--- config.mk ---
export PLATFORM = sky130hd
export DESIGN_NAME = multi_entry_res_station
export DESIGN_NICKNAME = d
export VERILOG_FILES = /design/src/rtl/multi_entry_res_station.sv
export SDC_FILE = /design/constraint.sdc
export NUM_CORES = 1
export LEC_CHECK = 0
export BUFFER_PORTS_ARGS = -buffer_cell sky130_fd_sc_hd__buf_2
export CAP_MARGIN = 20
export CORE_ASPECT_RATIO = 1.4
export CORE_MARGIN = 3
export CORE_UTILIZATION = 54
export CTS_CLUSTER_SIZE = 30
export DETAILED_ROUTE_END_ITERATION = 7
export PLACE_DENSITY = 0.78
export SETUP_SLACK_MARGIN = 0.15
export SLEW_MARGIN = 30
export SYNTH_ARGS = -nofsm -noshare
export SYNTH_HDL_FRONTEND = slang
export SYNTH_SLANG_ARGS = --single-unit
--- constraint.sdc ---
create_clock -name clk -period 7.05 [get_ports clk]
set_input_delay 1.41 -clock clk [delete_from_list [all_inputs] [get_ports clk]]
set_output_delay 1.41 -clock clk [all_outputs]
set_load 0.02 [all_outputs]
--- src/rtl/multi_entry_res_station.sv ---
// Tomasulo reservation station: DEPTH entries, CDB snoop/bypass, oldest-ready-first issue.
// Entries stay busy until their own label appears on the CDB.
module multi_entry_res_station #(
  parameter int unsigned DEPTH      = 4,
  parameter int unsigned DATA_W     = 32,
  parameter int unsigned OP_W       = 2,
  parameter int unsigned IDX_W      = 2,
  parameter int unsigned ID_W       = 2,
  parameter logic [ID_W-1:0] STATION_ID = 2'b01,
  localparam int unsigned LABEL_W   = ID_W + IDX_W
) (
  input  logic               clk,
  input  logic               nRST,
  input  logic               WEN,
  input  logic [OP_W-1:0]    opCode,
  input  logic [DATA_W-1:0]  dataIn1,
  input  logic [LABEL_W-1:0] label1,
  input  logic [DATA_W-1:0]  dataIn2,
  input  logic [LABEL_W-1:0] label2,
  input  logic               flush,
  input  logic               BCEN,
  input  logic [LABEL_W-1:0] BClabel,
  input  logic [DATA_W-1:0]  BCdata,
  input  logic               EXEable,
  output logic               OutEn,
  output logic [OP_W-1:0]    opOut,
  output logic [DATA_W-1:0]  dataOut1,
  output logic [DATA_W-1:0]  dataOut2,
  output logic [LABEL_W-1:0] ready_labelOut,
  output logic [LABEL_W-1:0] writeable_labelOut,
  output logic               isFull,
  output logic [IDX_W:0]     count
);

  logic [DEPTH-1:0]   busy_q, busy_d, issued_q, issued_d;
  logic [OP_W-1:0]    op_q [DEPTH];
  logic [OP_W-1:0]    op_d [DEPTH];
  logic [DATA_W-1:0]  v1_q [DEPTH];
  logic [DATA_W-1:0]  v1_d [DEPTH];
  logic [DATA_W-1:0]  v2_q [DEPTH];
  logic [DATA_W-1:0]  v2_d [DEPTH];
  logic [LABEL_W-1:0] q1_q [DEPTH];
  logic [LABEL_W-1:0] q1_d [DEPTH];
  logic [LABEL_W-1:0] q2_q [DEPTH];
  logic [LABEL_W-1:0] q2_d [DEPTH];
  // older_q[j][i] set means entry j was dispatched before entry i
  logic [DEPTH-1:0]   older_q [DEPTH];
  logic [DEPTH-1:0]   older_d [DEPTH];
  logic [IDX_W:0]     count_q, count_d;
  logic               full_q;

  logic               free_found;
  logic [IDX_W-1:0]   free_idx;
  logic [DEPTH-1:0]   ready, sel_oh;
  logic               blocked;
  logic               do_disp;

  always_comb begin
    free_found = 1'b0;
    free_idx   = '0;
    for (int i = 0; i < DEPTH; i++) begin
      if (!busy_q[i] && !free_found) begin
        free_found = 1'b1;
        free_idx   = IDX_W'(i);
      end
    end
  end

  assign writeable_labelOut = free_found ? {STATION_ID, free_idx} : '0;
  assign do_disp            = WEN && free_found;

  always_comb begin
    for (int i = 0; i < DEPTH; i++) begin
      ready[i] = busy_q[i] && !issued_q[i] && (q1_q[i] == '0) && (q2_q[i] == '0);
    end
  end

  // An entry is selected when no other ready entry is older than it.
  always_comb begin
    blocked = 1'b0;
    sel_oh  = '0;
    for (int i = 0; i < DEPTH; i++) begin
      blocked = 1'b0;
      for (int j = 0; j < DEPTH; j++) begin
        if (ready[j] && older_q[j][i]) blocked = 1'b1;
      end
      sel_oh[i] = ready[i] && !blocked;
    end
  end

  assign OutEn = EXEable && (|ready);

  always_comb begin
    opOut          = '0;
    dataOut1       = '0;
    dataOut2       = '0;
    ready_labelOut = '0;
    for (int i = 0; i < DEPTH; i++) begin
      if (OutEn && sel_oh[i]) begin
        opOut          = op_q[i];
        dataOut1       = v1_q[i];
        dataOut2       = v2_q[i];
        ready_labelOut = {STATION_ID, IDX_W'(i)};
      end
    end
  end

  always_comb begin
    busy_d   = busy_q;
    issued_d = issued_q;
    op_d     = op_q;
    v1_d     = v1_q;
    v2_d     = v2_q;
    q1_d     = q1_q;
    q2_d     = q2_q;
    older_d  = older_q;
    if (flush) begin
      busy_d   = '0;
      issued_d = '0;
    end else begin
      for (int i = 0; i < DEPTH; i++) begin
        if (BCEN && busy_q[i] && (BClabel != '0)) begin
          if (q1_q[i] == BClabel) begin
            v1_d[i] = BCdata;
            q1_d[i] = '0;
          end
          if (q2_q[i] == BClabel) begin
            v2_d[i] = BCdata;
            q2_d[i] = '0;
          end
        end
        if (OutEn && sel_oh[i]) issued_d[i] = 1'b1;
        if (BCEN && busy_q[i] && (BClabel == {STATION_ID, IDX_W'(i)})) begin
          busy_d[i]   = 1'b0;
          issued_d[i] = 1'b0;
        end
      end
      for (int k = 0; k < DEPTH; k++) begin
        if (do_disp && (free_idx == IDX_W'(k))) begin
          busy_d[k]   = 1'b1;
          issued_d[k] = 1'b0;
          op_d[k]     = opCode;
          if (BCEN && (label1 != '0) && (label1 == BClabel)) begin
            v1_d[k] = BCdata;
            q1_d[k] = '0;
          end else begin
            v1_d[k] = dataIn1;
            q1_d[k] = label1;
          end
          if (BCEN && (label2 != '0) && (label2 == BClabel)) begin
            v2_d[k] = BCdata;
            q2_d[k] = '0;
          end else begin
            v2_d[k] = dataIn2;
            q2_d[k] = label2;
          end
          for (int j = 0; j < DEPTH; j++) older_d[j][k] = busy_q[j];
          older_d[k] = '0;
        end
      end
    end
  end

  always_comb begin
    count_d = '0;
    for (int i = 0; i < DEPTH; i++) count_d = count_d + (IDX_W+1)'(busy_d[i]);
  end

  always_ff @(posedge clk or negedge nRST) begin
    if (!nRST) begin
      busy_q   <= '0;
      issued_q <= '0;
      count_q  <= '0;
      full_q   <= 1'b0;
      for (int i = 0; i < DEPTH; i++) begin
        op_q[i]    <= '0;
        v1_q[i]    <= '0;
        v2_q[i]    <= '0;
        q1_q[i]    <= '0;
        q2_q[i]    <= '0;
        older_q[i] <= '0;
      end
    end else begin
      busy_q   <= busy_d;
      issued_q <= issued_d;
      count_q  <= count_d;
      full_q   <= (count_d == (IDX_W+1)'(DEPTH));
      op_q     <= op_d;
      v1_q     <= v1_d;
      v2_q     <= v2_d;
      q1_q     <= q1_d;
      q2_q     <= q2_d;
      older_q  <= older_d;
    end
  end

  assign count  = count_q;
  assign isFull = full_q;

endmodule

Yosys cells after proc, flatten, opt, wreduce, memory -nomap -nowiden
Cells that the tools add are included.
- bits of input ports: 116
- output and inout bits: 79
- word-level logic and storage cells: 310
- register bits after elaboration: 320
- equality and inequality tests: 18
- reductions and logical operators: 123
- add/subtract/negate cells: 3
- bitwise logic cells: 1
- muxes and demuxes: 126
- operators with widths (cell ; count):
    32-bit two-way mux ; 34
    4-bit two-way mux ; 34
    1-bit logical AND ; 57
    1-bit two-way mux ; 49
    4-bit == test ; 10
    2-bit nonzero test ; 18
    4-bit zero test ; 8
    4-bit nonzero test ; 7
    3-bit AND reduction ; 8
    2-bit AND reduction ; 10
    4-bit by 3-bit == test with 1-bit output, second input constant ; 4
    1-bit zero test ; 13
    2-bit two-way mux ; 6
    3-bit two-way mux ; 3
    2-bit == test, second input constant ; 2
    4-bit OR reduction ; 1
    2-bit by 1-bit adder with 3-bit output ; 1
    3-bit by 1-bit adder with 3-bit output ; 1
    3-bit == test, second input constant ; 1
    1-bit by 1-bit adder with 2-bit output ; 1
    2-bit by 1-bit == test with 1-bit output, second input constant ; 1
    2-bit zero test ; 1
    1-bit inverter ; 1

Logic depth before layout (Yosys ltp)
- word-level depth: 17
- mapped depth: 10
- depth with buffers taken out: 8

Worst setup path before layout
OpenSTA, ideal clock, no wires.
- path type: input-to-output
- start point: in EXEable
- end point: out dataOut1[22]
- setup slack: 2.811 ns
- cell stages on the path: 7
- required time: 5.640 ns
- arrival: 2.829 ns
- path through: nand4_1 -> a2111oi_2 -> buf_2 -> buf_2 -> a21o_1 -> a31oi_1 -> o21ai_0
- word-level cells in the longest chain between the ends: 6
- elaborated cells between the ends (all ways): 9
- ends and longest elaborated chain (what ; RTL line ; source):
    from (decl) ; 24 ; input logic EXEable,
    1-bit logical AND (*) ; 91 ; assign OutEn = EXEable && (|ready);
    1-bit logical AND ; 99 ; if (OutEn && sel_oh[i]) begin
    32-bit two-way mux (3 in series) ; 99 ;
    32-bit two-way mux (*) ; 99 ;
    to (decl) ; 27 ; output logic [DATA_W-1:0] dataOut1,
Mark *: on every way between the ends. The rest lies on a longest branch, timed or not.

Worst setup path in the final report
- start point: reg busy_q[1]
- end point: out dataOut1[15]
- word-level cells in the longest chain between the ends: 14
- elaborated cells between the ends (all ways): 30
- ends and longest elaborated chain (what ; RTL line ; source):
    from (decl) ; 35 ; logic [DEPTH-1:0] busy_q, busy_d, issued_q, issued_d;
    from (signal assigned) ; 184 ; busy_q <= busy_d;
    1-bit logical AND (*) (3 in series) ; 74 ; ready[i] = busy_q[i] && !issued_q[i] && (q1_q[i] == '0) && (q2_q[i] == '0);
    1-bit logical AND ; 85 ; if (ready[j] && older_q[j][i]) blocked = 1'b1;
    1-bit two-way mux (3 in series) ; 85 ;
    1-bit zero test ; 87 ; sel_oh[i] = ready[i] && !blocked;
    1-bit logical AND ; 87 ;
    1-bit logical AND ; 99 ;
    32-bit two-way mux (3 in series) ; 99 ;
    32-bit two-way mux (*) ; 99 ;
Marks and branches as above.

==> impl_metrics.toml <==
[place]
place.gp.congestion = 0.941
dp_hpwl_mm = 33.2
portBuffers = 192

[critical_path]
crit_required_ns = 5.64
cp_max_fo = 68
critical_path_buf_inv_count = 3
critPathLaunch = "busy_q[1]$_DFF_PN0_"
arrival_ns = 4.39
rrSetupSlack_ns = 3.77
cpMaxStageDelayCell = "nor4b_4"
cp-endpoint = "dataOut1[15]"
crit_family = "simple AND/OR/NAND/NOR gates"
end_kind = "primary output"
max_stage_delay_ns = 1.00
r2r_end = "isFull$_DFF_PN0_"
path_class = "register to primary output"
cp.depth = 9
path_cells = "nor4b_2, nand4_1, and4b_4, buf_4, nor4b_4, buf_4, nand2_1, nand2_1, buf_2"
reg2reg_depth = 8
rr_startpoint = "busy_q[0]$_DFF_PN0_"
cp-start-kind = "register"

[pwr]
internal_power_w = 0.00350
power_frac_seq_pct = 47.6
p_switching_w = 0.00133
vdd_drop_max_mv = 0.197
power_w = 0.00483
power_density_nw_per_um2 = 248
leakagePower_nw = 10.7
p_sw_share_pct = 27.5
p_clk_share_pct = 39.3
combPwrFrac_pct = 13.1

[status]
status = "completed"

[timing]
rsz0062_at_grt = "no"
fin_tns_setup_ns = 0
fin_skew_ns = 0.0166
relSlewSlack_pct = 33.3
min_period_ns = 5.80
clock.fmax_ghz = 0.172
hold_viol = 0
setup_viol_count_final = 0
drv_slew = 0
worst_slew_pin_slew_ns = 0.997
post-route-period-util_pct = 82.3

[yosys]
synth-seq-cells = 320
synth_top_cells_by_area = "dfrtp_1 47%, mux2i_1 15%, o21ai_0 9.0%"
netlist.area_leader.share_pct = 46.7
synth_warnings = 0
synth_edf_count = 0
yosysSeqAreaShare_pct = 46.7
postSynthCellCount = 1814
async_flop_share_pct = 100
netlist_area_um2 = 17200
synth_flop_cell = "dfrtp_1"
yosysTopAreaCell = "dfrtp_1"
avgSynthCellArea_um2 = 9.46
ys_types = 67

[die]
die_y_um = 217
start_util_pct = 55.3
rows = 76
dieArea_um2 = 34000
ioPinCount = 195
coreArea_um2 = 31000
die_w_um = 157

[finish]
drive_gt1_share_pct = 16.6
fillers = 2587
area_growth_pct = 13.4
nets = 2023

[clock_network]
cts_sinks = 320
clkLatencyLatePin_ns = 0.53
htreeDepth = 2
numCtsBuffers = 34
cts_tree = "built"
postCtsSetupBuffers = 0
cts-root-buf = "clkbuf_16"
cts_resized = 0
clk_pin_slew_worst_paths_ns = 0.06
cts_buffer_depth = 3
cts-hold-fix-buffers = 0

[drt]
drt_iter0_markers = 1352
drc = 0
routed_via_density = 6.33
wirelength_mm = 53.6
vias = 14700
drt-pass1-iter-count = 6
drtAntennaViolNets = 0
wl_per_cell_um = 23.0

[run]
maxCapViolations = 0

[grt]
grt_antenna_before_repair = 12
grt_util_all_layers_pct = 31.3
grt_pass1_vias = 14700
grt_remaining_overflow = 0
grt_max_degree = 129
grt_pass1_wl_mm = 83.4

[hold_path]
hold_class = "register to register"
sequential cells by signal, indices dropped and copies added (netlist names), 4 cells and up:
signal	flops
q2_q	16
v2_q	128
busy_q	4
v1_q	128
older_q	12
op_q	8
issued_q	4
q1_q	16
cells in the mapped netlist (all sizes together), types with 20 or more instances:
cell type	number
xor2	33
clkbuf	102
nand2	386
a22o	20
nor2	30
mux2i	256
dfrtp	320
o21ai	312
and3	34
buf	68
a221oi	37
a21oi	25
per-layer routing:
layer	vias to the layer above	global-route usage, %	routed length [um]
met5	-	0	55
met4	8	15.6	2530
met3	183	5.07	3680
met2	717	51.0	26300
met1	7235	40.4	21100
li1	6584	-	-
per-stage QoR:
| step | hold WS [ns] | util [%] | instances | setup slack, ns | instance area [um^2] |
|---|---|---|---|---|---|
| 4_1_cts | 0.476 | 62.6 | 2316 | 1.39 | 19400 |
| 3_3_place_gp | 0.454 | 58.8 | 2256 | 1.70 | 18200 |
| 5_1_grt | 0.488 | 62.7 | 2325 | 1.10 | 19400 |
| 2_1_floorplan | 0.442 | - | 1815 | 2.81 | 17200 |
| 3_5_place_dp | 0.462 | 58.8 | 2256 | 1.63 | 18200 |
| 6_report | 0.474 | 62.7 | 2326 | 1.25 | 19500 |
power groups by stage:
stage / sequential [W] / combinational [W] / clock (W)
5_1_grt: 0.00233 / 0.000715 / 0.00199
6_report: 0.00230 / 0.000633 / 0.00190
3_3_place_gp: 0.00231 / 0.000598 / 0
4_1_cts: 0.00229 / 0.000631 / 0.00191
2_1_floorplan: 0.00228 / 0.000420 / 0
3_5_place_dp: 0.00232 / 0.000625 / 0
kinds of logic after synthesis:
| group | Yosys count | synth area share [%] |
|---|---|---|
| buffers and inverters | 178 | 4.89 |
| muxes | 261 | 15.3 |
| DFF | 320 | 46.7 |
| and+or+nand+nor | 534 | 14.2 |
| AOI/OAI and AO/OA | 480 | 16.8 |
| xor gates and xnor gates | 37 | 1.89 |
| other | 1 | 0.0219 |
| adders and majority gates | 3 | 0.263 |
worst min-delay path by stage:
stage | cells past startpoint | endpoint | slack (ns) | start
after detailed placement | 2 | v2_q[35]$_DFFE_PN0P_ | 0.46 | v2_q[35]$_DFFE_PN0P_
after CTS | 2 | v2_q[35]$_DFFE_PN0P_ | 0.48 | v2_q[35]$_DFFE_PN0P_
after floorplan | 2 | v1_q[34]$_DFFE_PN0P_ | 0.44 | v1_q[34]$_DFFE_PN0P_
after global routing | 2 | v1_q[48]$_DFFE_PN0P_ | 0.49 | v1_q[48]$_DFFE_PN0P_
final | 2 | v2_q[49]$_DFFE_PN0P_ | 0.47 | v2_q[49]$_DFFE_PN0P_
after global placement | 2 | v1_q[55]$_DFFE_PN0P_ | 0.45 | v1_q[55]$_DFFE_PN0P_
worst register-to-register path, delay by kind of cell, from the launching register on:
| family | cells | cell delay [ns] |
|---|---|---|
| simple gates | 4 | 1.36 |
| fa+ha+maj | 3 | 0.92 |
| flops | 1 | 0.69 |
| compound gates | 1 | 0.19 |
cell usage in the layout (no fill, tap or decap), types with 10 or more instances in the layout:
master | Yosys | layout
buf_2 | 34 | 191
a21oi_1 | 24 | 22
a221oi_1 | 37 | 37
a31oi_1 | 17 | 13
buf_4 | 24 | 27
dfrtp_1 | 320 | 320
nand2_1 | 383 | 378
mux2i_1 | 256 | 256
nand3_1 | 10 | 10
a22o_1 | 20 | 20
xor2_1 | 33 | 33
nor2_1 | 28 | 27
and3_1 | 33 | 33
a21o_1 | 18 | 18
clkbuf_16 | 0 | 37
nand4_1 | 15 | 15
o21ai_0 | 310 | 309
o31ai_1 | 10 | 10
layout make-up:
class,instances,area [um^2],share of cell area [%]
Inverter,8,30.0,0.154
Tap cell,390,488,2.51
Clock inverter,10,136,0.701
Antenna cell,8,20.0,0.103
Clock buffer,50,1030,5.32
Multi-Input combinational cell,1317,8480,43.6
Sequential cell,320,8010,41.2
Timing Repair Buffer,223,1250,6.44
Power figures use the tool's default switching activity.
